<file path="src/rtl/fetch_pkg.sv">
// Shared constants and state encoding for the instruction fetch unit.
package fetch_pkg;

  typedef enum logic [1:0] {
    IDLE  = 2'd0,
    FETCH = 2'd1,
    VALID = 2'd2,
    DONE  = 2'd3
  } fetch_state_t;

  localparam int unsigned INSTR_BYTES    = 4;
  localparam int unsigned IMEM_BYTES_DEF = 128;
  localparam int unsigned MEM_AW_DEF     = 7;
  localparam int unsigned ADDR_W_DEF     = 32;

endpackage

</file>
<file path="src/rtl/instr_byte_packer.sv">
// Collects four bytes MSB-first into a 32-bit instruction word.
module instr_byte_packer
  import fetch_pkg::*;
(
  input  logic        clk,
  input  logic        rst,
  input  logic        clear,
  input  logic        shift_en,
  input  logic [7:0]  data_in,
  output logic [31:0] word_c,
  output logic        done_c
);

  logic [23:0] sr;
  logic [1:0]  cnt;

  // The fourth byte bypasses the register so the word is usable in the same cycle.
  assign word_c = {sr, data_in};
  assign done_c = shift_en && !clear && (cnt == 2'(INSTR_BYTES - 1));

  always_ff @(posedge clk or posedge rst) begin
    if (rst) begin
      sr  <= '0;
      cnt <= '0;
    end else if (clear) begin
      sr  <= '0;
      cnt <= '0;
    end else if (shift_en) begin
      sr  <= {sr[15:0], data_in};
      cnt <= cnt + 2'd1;
    end
  end

endmodule

</file>
<file path="src/rtl/instr_fetch_unit.sv">
// Self-sequencing fetch stage: owns the PC, reads byte-wide IMEM and hands
// big-endian instruction words downstream over valid/ready.
module instr_fetch_unit
  import fetch_pkg::*;
#(
  parameter int unsigned IMEM_BYTES = IMEM_BYTES_DEF,
  parameter int unsigned ADDR_W     = ADDR_W_DEF,
  parameter int unsigned MEM_AW     = MEM_AW_DEF
) (
  input  logic              clk,
  input  logic              rst,
  input  logic              start,
  output logic              mem_rd_en,
  output logic [MEM_AW-1:0] mem_addr,
  input  logic [7:0]        mem_rd_data,
  output logic [31:0]       instr,
  output logic [ADDR_W-1:0] instr_pc,
  output logic              instr_valid,
  input  logic              instr_ready,
  input  logic              redirect_valid,
  input  logic [ADDR_W-1:0] redirect_pc,
  output logic              busy,
  output logic              halted
);

  localparam logic [ADDR_W-1:0] LAST_PC = ADDR_W'(IMEM_BYTES - INSTR_BYTES);

  fetch_state_t      state;
  logic [ADDR_W-1:0] pc;
  logic [ADDR_W-1:0] tgt;
  logic [ADDR_W-1:0] redir_pc;
  logic [1:0]        k;
  logic              rd_valid;
  logic              launch;
  logic              tgt_fits;
  logic [31:0]       pk_word;
  logic              pk_done;

  assign redir_pc = redirect_pc & ~ADDR_W'(3);
  assign tgt_fits = (tgt <= LAST_PC);

  // Next PC and whether a new fetch (or halt) is launched this cycle.
  always_comb begin
    launch = 1'b0;
    tgt    = pc;
    case (state)
      IDLE: begin
        if (redirect_valid) tgt = redir_pc;
        else if (start)     launch = 1'b1;
      end
      FETCH: begin
        if (redirect_valid) begin
          tgt    = redir_pc;
          launch = 1'b1;
        end
      end
      VALID: begin
        if (redirect_valid) begin
          tgt    = redir_pc;
          launch = 1'b1;
        end else if (instr_ready) begin
          tgt    = pc + ADDR_W'(INSTR_BYTES);
          launch = 1'b1;
        end
      end
      default: ;
    endcase
  end

  instr_byte_packer u_packer (
    .clk      (clk),
    .rst      (rst),
    .clear    (launch),
    .shift_en (rd_valid),
    .data_in  (mem_rd_data),
    .word_c   (pk_word),
    .done_c   (pk_done)
  );

  always_ff @(posedge clk or posedge rst) begin
    if (rst) begin
      state       <= IDLE;
      pc          <= '0;
      k           <= '0;
      rd_valid    <= 1'b0;
      instr       <= '0;
      instr_pc    <= '0;
      instr_valid <= 1'b0;
      mem_rd_en   <= 1'b0;
      mem_addr    <= '0;
      busy        <= 1'b0;
      halted      <= 1'b0;
    end else begin
      pc       <= tgt;
      // A launch orphans any byte still in flight from the old request stream.
      rd_valid <= mem_rd_en && !launch;
      if (launch) begin
        instr_valid <= 1'b0;
        k           <= '0;
        if (tgt_fits) begin
          state     <= FETCH;
          mem_rd_en <= 1'b1;
          mem_addr  <= tgt[MEM_AW-1:0];
          busy      <= 1'b1;
        end else begin
          state     <= DONE;
          mem_rd_en <= 1'b0;
          busy      <= 1'b0;
          halted    <= 1'b1;
        end
      end else if (state == FETCH) begin
        if (k != 2'd3) begin
          k        <= k + 2'd1;
          mem_addr <= mem_addr + MEM_AW'(1);
        end else begin
          mem_rd_en <= 1'b0;
        end
        if (pk_done) begin
          state       <= VALID;
          instr       <= pk_word;
          instr_pc    <= pc;
          instr_valid <= 1'b1;
        end
      end
    end
  end

endmodule

</file>
<file path="config.mk">
export PLATFORM = sky130hd
export DESIGN_NAME = instr_fetch_unit
export DESIGN_NICKNAME = d
export VERILOG_FILES = /design/src/rtl/fetch_pkg.sv /design/src/rtl/instr_byte_packer.sv /design/src/rtl/instr_fetch_unit.sv
export SDC_FILE = /design/constraint.sdc
export NUM_CORES = 1
export LEC_CHECK = 0
export ABC_CLOCK_PERIOD_IN_PS = 5100
export CORE_MARGIN = 10
export CORE_UTILIZATION = 53
export DETAILED_ROUTE_END_ITERATION = 12
export PLACE_DENSITY = 0.81
export SLEW_MARGIN = 20
export SYNTH_ARGS = -nofsm -noshare
export SYNTH_HDL_FRONTEND = slang
export SYNTH_HIERARCHICAL = 1
export SYNTH_SLANG_ARGS = --single-unit
</file>
<file path="constraint.sdc">
create_clock -name clk -period 5.1 [get_ports clk]
set_clock_uncertainty 0.15 [all_clocks]
set_input_delay 1.02 -clock clk [delete_from_list [all_inputs] [get_ports clk]]
set_output_delay 1.02 -clock clk [all_outputs]
set_load 0.05 [all_outputs]
</file>
# Word level (Yosys, flattened, before mapping)
# Cells that the tools add are included.
# classes
n_addsub	4
multipliers	0
n_div	0
magnitude_cmp	1
n_eq_ne	6
shift	0
n_mux	32
n_bitwise	2
reduce_logical	16
# ops
cell	count
$mux 32	3
$pmux 32 s2	1
$mux 24	2
$add 32x3->32 const B	1
$le 32x7->1 const B	1
$mux 7	4
$mux 2	9
$mux 1	12
$reduce_and 2->1	4
$reduce_bool 2->1	4
$add 7x1->7 const B	1
$reduce_and 3->1	2
$add 2x1->2 const B	2
$eq 2x2->1 const B	2
$ne 2x2->1 const B	2
$logic_and 1x1->1	3
$pmux 1 s3	1
$eq 2x1->1 const B	1
$logic_not 2->1	1
$ne 2x1->1 const B	1
$not 1->1	2
$reduce_or 2->1	1
$logic_not 1->1	1
# totals
ff_bits	138
latchBits	0
mem_bits_rw	0
rom_bits	0
input_bits	45
output_inout_bits	75
elab_cells	74
n_memories	0

# Longest topological paths before layout
# Gate-level depths: netlist of the first run.
# logic_depth
word_depth	9
ltp_mapped	15
ltp_nobuf	9

# Cells and area by module
# Netlist of the first run, hierarchy kept.
# modules_own_cells
mod	instances	cells_per_inst	area_each_um2	seq_area_each_um2
instr_fetch_unit	1	529	5713.0	2802.7
instr_byte_packer	1	96	1159.9	650.6

# Worst setup path after synthesis of the first run
# No wires, ideal clock.
# synth_path
path_type	input port to flip-flop
startpoint	in redirect_valid
endpoint	reg instr[10]
setup_ns	0.125
arrival_ns	3.716
required_ns	4.825
path_slack_ns	1.109
stages	14
n_path_buf	8
path_cell_list	buf_6 > clkbuf_1 > clkbuf_1 > o21ai_0 > o21a_1 > inv_1 > buf_2 > buf_2 > buf_2 > nor2_1 > and3_1 > clkbuf_1 > clkbuf_1 > mux2_2
# synth_between
elab_chain_len	6
elab_cells_between_ends	9
classes_between	4 x mux; 1 x bitwise; 4 x reduce/logical
# synth_lines
element	line_no	source
start: declaration	instr_fetch_unit.sv:20	input logic redirect_valid,
$mux 1 (on tied branches)	instr_fetch_unit.sv:58, instr_fetch_unit.sv:48, instr_fetch_unit.sv:52	
$pmux 1 s3 *	instr_fetch_unit.sv:46	case (state)
via launch	instr_fetch_unit.sv:34	logic launch;
$logic_not 1->1 *	instr_byte_packer.sv:19	assign done_c = shift_en && !clear && (cnt == 2'(INSTR_BYTES - 1));
$logic_and 1x1->1 * (2 in series)	instr_byte_packer.sv:19	
via pk_done	instr_fetch_unit.sv:37	logic pk_done;
$reduce_and 3->1 (no source line) *	--	
end signal: assignment	instr_fetch_unit.sv:120	instr <= pk_word;
end: declaration	instr_fetch_unit.sv:16	output logic [31:0] instr,
# Mark *: on every way through the listed nets, which the timed path passes. The rest lies on a longest branch.
# A chain may end at the register's enable or synchronous reset.

# Worst setup path in the final report of the first run
# layout_path
startpoint	in redirect_valid
endpoint	reg mem_addr[1]
# layout_between
elab_chain_len	5
elab_cells_between_ends	14
classes_between	1 x order compare; 1 x eq/ne; 9 x mux; 3 x reduce/logical
# layout_lines
element	line_no	source
$mux 32 (on tied branches)	instr_fetch_unit.sv:58, instr_fetch_unit.sv:48, instr_fetch_unit.sv:52	
$pmux 32 s2	instr_fetch_unit.sv:46	
$le 32x7->1	instr_fetch_unit.sv:40	assign tgt_fits = (tgt <= LAST_PC);
$ne 2x1->1 (no source line)	--	
$reduce_and 3->1 (no source line)	--	
end signal: assignment	instr_fetch_unit.sv:103	mem_addr <= tgt[MEM_AW-1:0];
end signal: assignment	instr_fetch_unit.sv:114	mem_addr <= mem_addr + MEM_AW'(1);
end: declaration	instr_fetch_unit.sv:14	output logic [MEM_AW-1:0] mem_addr,
# Parallel ways exist; a longest one is shown, timed or not. The select of a mux whose other input is x is not followed.

==> results.md, run 1 <==
* Simple-Gate Fraction of Synth Area at between 10% and 20%
* CP Class: primary input to register
* Routed WL per cell at roughly 23 um
* Rel. slew slack at 31.5%
* Detailed Route WL at 20700 um
* TritonCTS Buffers at 17
* HP Class: register to register
* Worst-Skew Late Latency at about 0.42 ns
* P&R area growth vs syn at 26.7%
* Die X at 134 um
* Number of max-cap violations at 0
* Root buf cell: clkbuf_16
* Fin. max-slew vios at 0
* Post-route setup TNS at 0 ns
* Initial DRT Pass Iterations at 6
* Placed insts at 879
* Final ANT Viol Nets at 0
* Synth Area in Compound Gates at a little over a tenth
* Sequential fraction of the synthesis area at 50.2%
* Post-synth EDFFs at 0
* Final total power at 2.48 mW
* RSZ-0062 raised after global routing: no
* Largest family of logic cells by synthesized area: simple AND/OR/NAND/NOR gates
* Seq cells post-synth at 138
* # clock sinks at 138
* Max frequency at 0.231 GHz
* Mux share of post-synthesis cell area at 15.3%
* DR vias at between 5000 and 6000
* Fin Hold WS at approximately 0.32 ns
* Critical Path AT at 4.47 ns
* Critical Path End Type: register
* Diode count at 0
* Number of buffers inserted by port buffering at 117
* PostCTS Resize Cnt at 0
* Clock Path Buffers at 2
* H-tree Lvls at 4
* Biggest cell delay along the critical path at 0.57 ns
* Yosys warnings at 6
* TritonCTS clock tree: done
* Starting density of the core at 54.2%
* Endpoints failing hold at 0
* Io pins at 120
* Share of cells above drive strength 1 at 17.1%
* Seq. cell area at ~3500 um^2
* First-pass GRT wire length at 32900 um
* Yosys top cell area share at about half
* Worst-path clk slew at 0.06 ns
* Die span in y at 134 um
* Fill cells at 960
* Power Dens Cells at 285 nW/um^2
* Yosys top cell by area: dfrtp_1
* CP bufs+invs at 2
* Area contributors post-synth: dfrtp_1 (50%), mux2_2 (11%), mux2i_1 (4.7%), nor2_1 (3.4%), nand2_1 (1.7%)
* Crit path cell chain: clkdlybuf4s50_1, buf_4, nor3b_2, nand2_1, mux2_2, a21oi_1, or4b_1, nor4_4, nand3_1, o221a_1
* Final setup viols at 0
* Final GP Congestion at 0.954
* Status: finished clean
* Adder-Cell Fraction of Synth Area at 0.728%
* Syn Nets at 674
* Leakage power at roughly 3.7 nW
* Worst EP required at 5.25 ns
* Multi-input logic area at 3070 um^2
* Vias per std cell at 6.19
* Total grt overflow at 0
* Total GRT Usage at 23.2%
* Tightest Pin Transition at 1.02 ns
* Final Net Count at 775
* Synthesized netlist cell count at roughly 630
* Distinct cell type count after synthesis at 74
* Syn Area/Cell at 11.0 um^2
* Final HPWL DP at approximately 15000 um
* Antenna violations before repair at 1
* DRC viols at 0
* Vias in the first global route at 5836
* Critical Path Source Type: primary input
* Crit path max-delay family: simple AND/OR/NAND/NOR gates
* Setup bufs post-CTS at 0
* Hold-fix buffers at CTS at 0
* Row cnt at between 40 and 50
* Tcrit/Tclk final at 84.7%
* XOR/XNOR share of the synthesized area at 0.637%
* Largest net degree at the start of global routing at 61
* Max VDD drop at 0.000248 V
* Crit path max fanout at 22
* Crit path time final at around 4.3 ns
* Mapped Area at 6870 um^2
* Non-Filler Instances at 911
* Main flop type after synthesis: dfrtp_1
* FFs w/ async S/R, synth at 100%
* Critical-path top delay cell: clkdlybuf4s50_1
* Placeable Area at 12700 um^2
* Die footprint at 17900 um^2
* Drt initial violations at 653
[registers in the layout, summed over array words and instances, names as in the netlist, 2 cells and up]
| signal | count |
|---|---|
| pc | 32 |
| instr_pc | 32 |
| state | 2 |
| u_packer/cnt | 2 |
| u_packer/sr | 24 |
| k | 2 |
| instr | 32 |
| mem_addr | 7 |
[synth_stat cells (3+ instances only)]
master / count
clkbuf_1: 19
mux2_2: 65
o21ai_0: 9
buf_2: 19
ha_1: 4
nand3_1: 16
inv_1: 13
a211oi_1: 5
a31oi_1: 6
o31ai_1: 6
nor4_1: 13
a311oi_1: 8
nand4_1: 19
nand2_1: 32
a21o_1: 3
o211ai_1: 4
and4_1: 8
nand2b_1: 5
nor2_1: 63
mux2i_1: 32
o221ai_1: 3
nor2b_1: 5
o22ai_1: 13
buf_4: 8
dfrtp_1: 138
xnor2_1: 5
and3_1: 5
or3_1: 7
nor3_1: 14
and2_1: 11
or4_1: 6
a21oi_1: 8
[area by class of cell]
type                            count  share of cell area (%)
Multi-Input combinational cell    420                    35.2
Clock inverter                     11                    1.52
Inverter                           16                   0.719
Tap cell                          172                    2.47
Clock buffer                       21                    5.40
Sequential cell                   138                    39.7
Timing Repair Buffer              133                    15.0
[power breakdown]
part	internal, mW	switching [mW]	leakage, nW
Clock	0.766	0.486	0.291
Combinational	0.0496	0.0601	1.60
Sequential	1.11	0.0130	1.82
Total	1.92	0.560	3.71
[routing by layer]
layer  track usage [%]  part of all wire [%]  up-vias
li1                  -                     -     2514
met5                 0                 0.097        -
met4              8.46                   2.3        2
met3              6.65                   8.6       49
met2              36.6                    47      306
met1              29.7                    42     2766
[cell families (layout without fill, tap and decap cells)]
family | count (synthesis) | in the layout
fa+ha+maj | 4 | 4
simple gates | 220 | 220
buf+inv | 67 | 181
mux | 97 | 97
flops | 138 | 138
xor+xnor | 5 | 5
compound gates | 94 | 94
[stage by stage]
stage	area, um^2	worst slack, ns	utilization [%]
2_1_floorplan	6870	0.971	-
3_3_place_gp	8100	0.521	63.9
3_5_place_dp	8100	0.470	63.9
4_1_cts	8710	0.898	68.7
5_1_grt	8710	0.734	68.7
6_report	8710	0.780	68.7
[final timing paths]
check | start | end | slack, ns | cells past startpoint
setup / recovery | redirect_valid | mem_addr[1] | 0.78 | 10
hold / removal | halted | halted | 0.32 | 1
setup reg to reg | state[1] | mem_addr[1] | 1.10 | 8
hold reg to reg | halted | halted | 0.32 | 1
max in group asynchronous | rst | pc[19] | 2.94 | 3
min in group asynchronous | rst | u_packer/sr[15] | 0.94 | 2
[cells in the final DEF (no fill, tap or decap), types with 13 or more instances in the layout]
cell and instances:
nand4_1 19, nand3_1 16, nor4_1 13, nor3_1 14
clkdlybuf4s50_1 117, mux2_2 65, dfrtp_1 138, nor2_1 63
clkbuf_16 17, nand2_1 32, mux2i_1 32, buf_4 15
o22ai_1 13
Power figures use the tool's default switching activity.
==> run 2: changes to the inputs <==
--- a/config.mk
+++ b/config.mk
@@ -5,7 +5,7 @@
 export SDC_FILE = /design/constraint.sdc
 export NUM_CORES = 1
 export LEC_CHECK = 0
-export ABC_CLOCK_PERIOD_IN_PS = 5100
+export ABC_CLOCK_PERIOD_IN_PS = 4000
 export CORE_MARGIN = 10
 export CORE_UTILIZATION = 53
 export DETAILED_ROUTE_END_ITERATION = 12
==> constraint.sdc (replaced) <==
create_clock -name clk -period 4 [get_ports clk]
set_clock_uncertainty 0.15 [all_clocks]
set_input_delay 0.8 -clock clk [delete_from_list [all_inputs] [get_ports clk]]
set_output_delay 0.8 -clock clk [all_outputs]
set_load 0.05 [all_outputs]
==> results.md, run 2 (synthesis gave the netlist of run 1 again) <==
* Diode count at 0
* Final total power at approximately 3.1 mW
* Status: finished clean
* Endpoints failing hold at 0
* Largest net degree at the start of global routing at between 50 and 60
* Largest registers: instr x32, instr_pc x32, pc x32
* Critical Path AT at 3.99 ns
* Hold path depth at 2
* R2R depth at 8
* Share of cells above drive strength 1 at 22.5%
* Drt initial violations at 679
* H-tree Lvls at 4
* CP Class: primary input to register
* Critical Path End Type: register
* Die span in y at 134 um
* Rel. slew slack at between 30% and 40%
* PostCTS Resize Cnt at 0
* Final HPWL DP at 16100 um
* Final setup viols at 0
* Detailed Route WL at between 20000 and 25000 um
* Hold-fix buffers at CTS at 0
* Reg2reg start: pc[9]
* Root buf cell: clkbuf_16
* R2r endpoint: mem_addr[1]
* Biggest cell delay along the critical path at 0.63 ns
* TritonCTS clock tree: done
* Number of buffers inserted by port buffering at 117
* # clock sinks at 138
* Vias in the first global route at 6097
* DRC viols at 0
* Hold Startpoint: busy
* Gate power share at 5.1%
* Worst EP required at ~4.2 ns
* Crit path max-delay family: compound AO/OA/AOI/OAI gates
* First-pass GRT wire length at 34300 um
* Commonest non-fill, non-tap cell in the layout: dfrtp_1
* Final GP Congestion at 0.927
* Worst-Skew Late Latency at 0.42 ns
* Critical Path Source Type: primary input
* Total grt overflow at 0
* Crit path cell chain: clkdlybuf4s50_1, buf_4, a21boi_1, a311oi_1, or3_1, nor4_1, a2111o_1, nor4_4, buf_4, a31o_2, o221a_1
* Max VDD drop at 0.000269 V
* Fin. max-slew vios at 0
* Final ANT Viol Nets at 0
* Placed insts at 934
* CP most frequent cell: buf_4
* Clock share of power at 48.3%
* Flop2flop setup slack at 0.49 ns
* Leakage power at 3.95 nW
* DR vias at slightly below 6000
* Fill cells at around 950
* Power Dens Cells at 338 nW/um^2
* Initial DRT Pass Iterations at 7
* Switching Fraction at 23.5%
* RSZ-0062 raised after global routing: no
* Fin Hold WS at 0.329 ns
* Die X at 134 um
* TritonCTS Buffers at 17
* Most frequent cells in the layout: dfrtp_1 (138), clkdlybuf4s50_1 (117), buf_4 (69)
* HP Class: register to register
* CP bufs+invs at 3
* Non-Filler Instances at 966
* Row cnt at 41
* Sw power at 0.721 mW
* Die footprint at between 15000 and 20000 um^2
* Reg power frac at a little under half
* Final Net Count at 830
* Power Internal at 2.35 mW
* Setup bufs post-CTS at 0
* Tcrit/Tclk final at approximately 96%
* Number of max-cap violations at 0
* Crit path time final at around 3.8 ns
* Routed WL per cell at 22.7 um
* Io pins at 120
* Crit path max fanout at 8
* Tightest Pin Transition at between 0.9 and 1 ns
* Starting density of the core at 54.2%
* Critical-path top delay cell: clkdlybuf4s50_1
* Total GRT Usage at between 20 and 25%
* Worst-path clk slew at 0.06 ns
* Clock Path Buffers at 2
* Worst hold path endpoint: busy
* Vias per std cell at 6.09
* Antenna violations before repair at 0
* CP startpoint: redirect_valid
* Max frequency at 0.261 GHz
* Placeable Area at 12700 um^2
* P&R area growth vs syn at 32.1%
[run 2: changes by cell type in the layout (fill, tap and decap cells not counted)]
cell        before  now
buf_12           1    2
buf_4           15   69
bufinv_16        2    1
clkbuf_1         1    3
clkbuf_8         3    0
clkinv_2         1    2
clkinvlp_4       2    3
[run 2: power groups by stage]
stage / Sequential (mW) / Clock, mW / Combinational, mW
global placement: 1.45 / 0 / 0.150
finish: 1.43 / 1.48 / 0.156
global route: 1.43 / 1.56 / 0.169
detailed placement: 1.46 / 0 / 0.155
floorplan: 1.45 / 0 / 0.0681
CTS: 1.43 / 1.50 / 0.157
[run 2: final cells by class]
class | count | area [um^2] | area share (%)
timing repair buffer | 188 | 1730 | 19.0
clock buffer | 20 | 437 | 4.81
multi-input combinational | 420 | 3070 | 33.8
sequential | 138 | 3450 | 38.0
clock inverter | 12 | 115 | 1.27
inverter | 16 | 62.6 | 0.689
tap | 172 | 215 | 2.37
[run 2: worst max path at each step]
stage | end | slack, ns | cells past startpoint
after global placement | mem_addr[1] | -0.15 | 11
after detailed placement | mem_addr[1] | -0.16 | 11
after floorplan | busy | 0.09 | 1
after CTS | mem_addr[1] | 0.25 | 11
final | mem_addr[1] | 0.17 | 11
after global routing | mem_addr[3] | 0.08 | 13
[run 2: through the flow]
stage	util [%]	cell area, um^2	setup TNS [ns]	worst slack [ns]
floorplan	-	6870	0	0.0910
global placement	67.3	8530	-0.726	-0.151
detailed placement	67.3	8530	-0.794	-0.157
CTS	71.7	9080	0	0.252
global route	71.7	9080	0	0.0765
finish	71.7	9080	0	0.166
[run 2: worst reg2reg max path: cells and delay by family, from the launching register on]
kind,cells,cell delay [ns]
AOI/OAI and AO/OA,2,0.46
DFF,1,0.58
and+or+nand+nor,6,2.21
[run 2: layer usage]
layer / up-vias / track usage, % / share of wire [%]
met2: 265 / 39.3 / 49
li1: 2629 / - / -
met4: 0 / 8.52 / 1.9
met5: - / 0 / 0
met1: 2954 / 31.6 / 42
met3: 37 / 5.64 / 7.5
==> run 3: changes to the inputs <==
--- a/config.mk
+++ b/config.mk
@@ -5,11 +5,12 @@
 export SDC_FILE = /design/constraint.sdc
 export NUM_CORES = 1
 export LEC_CHECK = 0
+export ABC_AREA = 1
 export ABC_CLOCK_PERIOD_IN_PS = 4000
 export CORE_MARGIN = 10
-export CORE_UTILIZATION = 53
+export CORE_UTILIZATION = 54
 export DETAILED_ROUTE_END_ITERATION = 12
-export PLACE_DENSITY = 0.81
+export PLACE_DENSITY = 0.82
 export SLEW_MARGIN = 20
 export SYNTH_ARGS = -nofsm -noshare
 export SYNTH_HDL_FRONTEND = slang
==> results.md, run 3 <==
* Largest family of logic cells by synthesized area: simple AND/OR/NAND/NOR gates
* Drt initial violations at 663
* Final HPWL DP at 14200 um
* Yosys top cell by area: dfrtp_1
* Fill cells at 1036
* Largest net degree at the start of global routing at 46
* Sequential fraction of the synthesis area at 47.0%
* Seq cells post-synth at 138
* XOR/XNOR share of the synthesized area at 0.477%
* Tcrit/Tclk final at a little over four fifths
* Setup bufs post-CTS at 0
* Starting density of the core at 55.3%
* Commonest non-fill, non-tap cell in the layout: nand2_1
* Placeable Area at 13300 um^2
* Post-route setup TNS at 0 ns
* Total GRT Usage at 21.4%
* Number of buffers inserted by port buffering at 117
* Tightest Pin Transition at 0.982 ns
* Adder-Cell Fraction of Synth Area at 0.681%
* Worst-Skew Late Latency at 0.42 ns
* Max frequency at 0.297 GHz
* Critical Path End Type: register
* Endpoints failing hold at 0
* HP Class: register to register
* PostCTS Resize Cnt at 0
* Most frequent cells in the layout: nand2_1 (243), dfrtp_1 (138), clkdlybuf4s50_1 (117)
* P&R area growth vs syn at 26.4%
* Share of cells above drive strength 1 at 14.0%
* Initial DRT Pass Iterations at 5
* RSZ-0062 raised after global routing: no
* First-pass GRT wire length at 31900 um
* Row cnt at 42
* Area contributors post-synth: dfrtp_1 (47%), nand2_1 (12%), mux2_2 (5.2%), nand3_1 (5.0%), inv_1 (4.5%)
* Final Net Count at 1056
* FFs w/ async S/R, synth at 100%
* Yosys warnings at 6
* Synth Area in Compound Gates at under 10%
* Synthesized netlist cell count at 893
* Fin. max-slew vios at 0
* Detailed Route WL at 19700 um
* Post-synth EDFFs at 0
* Total grt overflow at 0
* Critical Path Source Type: primary input
* Largest registers: instr x32, instr_pc x32, pc x32
* Io pins at 120
* Diode count at 0
* TritonCTS Buffers at 17
* Most frequent cell after synthesis: nand2_1
* Crit path max fanout at 22
* Final GP Congestion at 0.946
* Final Worst Setup Slack at 0.627 ns
* Worst-path clk slew at 0.06 ns
* Commonest cells post-synth: nand2_1 (244), dfrtp_1 (138), inv_1 (89), nor2_1 (88), nand3_1 (74)
* Mux share of post-synthesis cell area at 5.21%
* Max VDD drop at 0.000280 V
* Die footprint at roughly 19000 um^2
* Syn Nets at 942
* Number of max-cap violations at 0
* Final ANT Viol Nets at 0
* Vias in the first global route at 6410
* Syn Area/Cell at about 8.2 um^2
* DRC viols at 0
* TritonCTS clock tree: done
* Mapped Area at around 7300 um^2
* Simple-Gate Fraction of Synth Area at a little under a third
* Distinct cell type count after synthesis at 39
* Root buf cell: clkbuf_16
* Antenna violations before repair at 0
* Final setup viols at 0
* Rel. slew slack at approximately 34%
* Yosys top cell area share at a little under half
* CP Class: primary input to register
* DR vias at 6550
* Fin Hold WS at approximately 0.32 ns
* Main flop type after synthesis: dfrtp_1
* Leakage power at between 4 and 5 nW
* # clock sinks at between 100 and 150
* Final total power at 3.18 mW
* Final core occ at 69.8%
* H-tree Lvls at 4
* Routed WL per cell at approximately 16 um
* Vias per std cell at 5.48
* Pre-CTS setup slack at between 0.3 and 0.4 ns
* Critical Path AT at 3.53 ns
* Clock Path Buffers at 2
* Crit path time final at 3.37 ns
* Worst EP required at roughly 4.2 ns
* Die X at 137 um
* Power Dens Cells at 342 nW/um^2
* Hold-fix buffers at CTS at 0
* Flop2flop setup slack at 0.63 ns
* Die span in y at 137 um
* Status: finished clean
## run 3: cell count changes after synthesis, sizes merged, moves of 14 or more
cell   delta
o21ai    +45
nor4     -14
nor2     +37
nand2   +226
mux2i    -32
mux2     -31
nand3    +81
inv      +80
## run 3: cell families after synthesis
group           Yosys count
simple gates            484
compound gates           92
mux                      34
flops                   138
buf+inv                 137
fa+ha+maj                 4
xor+xnor                  4
## run 3: final cells by class
type / count / area (um^2) / share of cell area, %
flip-flops and latches: 138 / 3450 / 37.2
multi-input cells: 618 / 3270 / 35.2
repair buffers: 135 / 1360 / 14.6
clock buffers: 20 / 447 / 4.81
inverters: 97 / 369 / 3.97
well taps: 176 / 220 / 2.37
clock inverters: 11 / 171 / 1.85
## run 3: metal layers
| metal | wire length, um | vias to the layer above | global-route usage (%) |
|---|---|---|---|
| li1 | - | 3114 | - |
| met1 | 8000 | 3085 | 27.5 |
| met2 | 9200 | 305 | 33.6 |
| met3 | 1880 | 46 | 5.76 |
| met4 | 607 | 0 | 8.82 |
| met5 | 0 | - | 0 |
## run 3: per-stage QoR
step	cells	area, um^2
after floorplan	893	7350
after global placement	1164	8670
after detailed placement	1164	8670
after CTS	1195	9290
after global routing	1195	9290
final	1195	9290
## run 3: power by group
group / internal (mW) / total [mW] / switching, mW
combinational: 0.0527 / 0.120 / 0.0669
clock: 1.06 / 1.65 / 0.593
sequential: 1.40 / 1.41 / 0.00625
total: 2.51 / 3.18 / 0.667
## run 3: critical path, cell delays in order
cell and delay (ns):
clkdlybuf4s50_1 0.51, inv_2 0.35, nand3_1 0.19, inv_1 0.26, nand4_1 0.14, nand3_1 0.13, nand2_1 0.06, nor2_1 0.15
nand2_1 0.08, nor2_1 0.09, nand3_1 0.10, nor2_2 0.13, nand3_2 0.12, nand2_4 0.16, inv_2 0.05, or2_1 0.20
## run 3: final timing paths
| kind | cells past startpoint | startpoint | endpoint |
|---|---|---|---|
| min in group asynchronous | 2 | rst | instr[28] |
| max reg2reg | 16 | state[1] | halted |
| min reg2reg | 1 | halted | halted |
| max | 16 | redirect_valid | halted |
| min | 1 | halted | halted |
| max in group asynchronous | 2 | rst | u_packer/sr[0] |
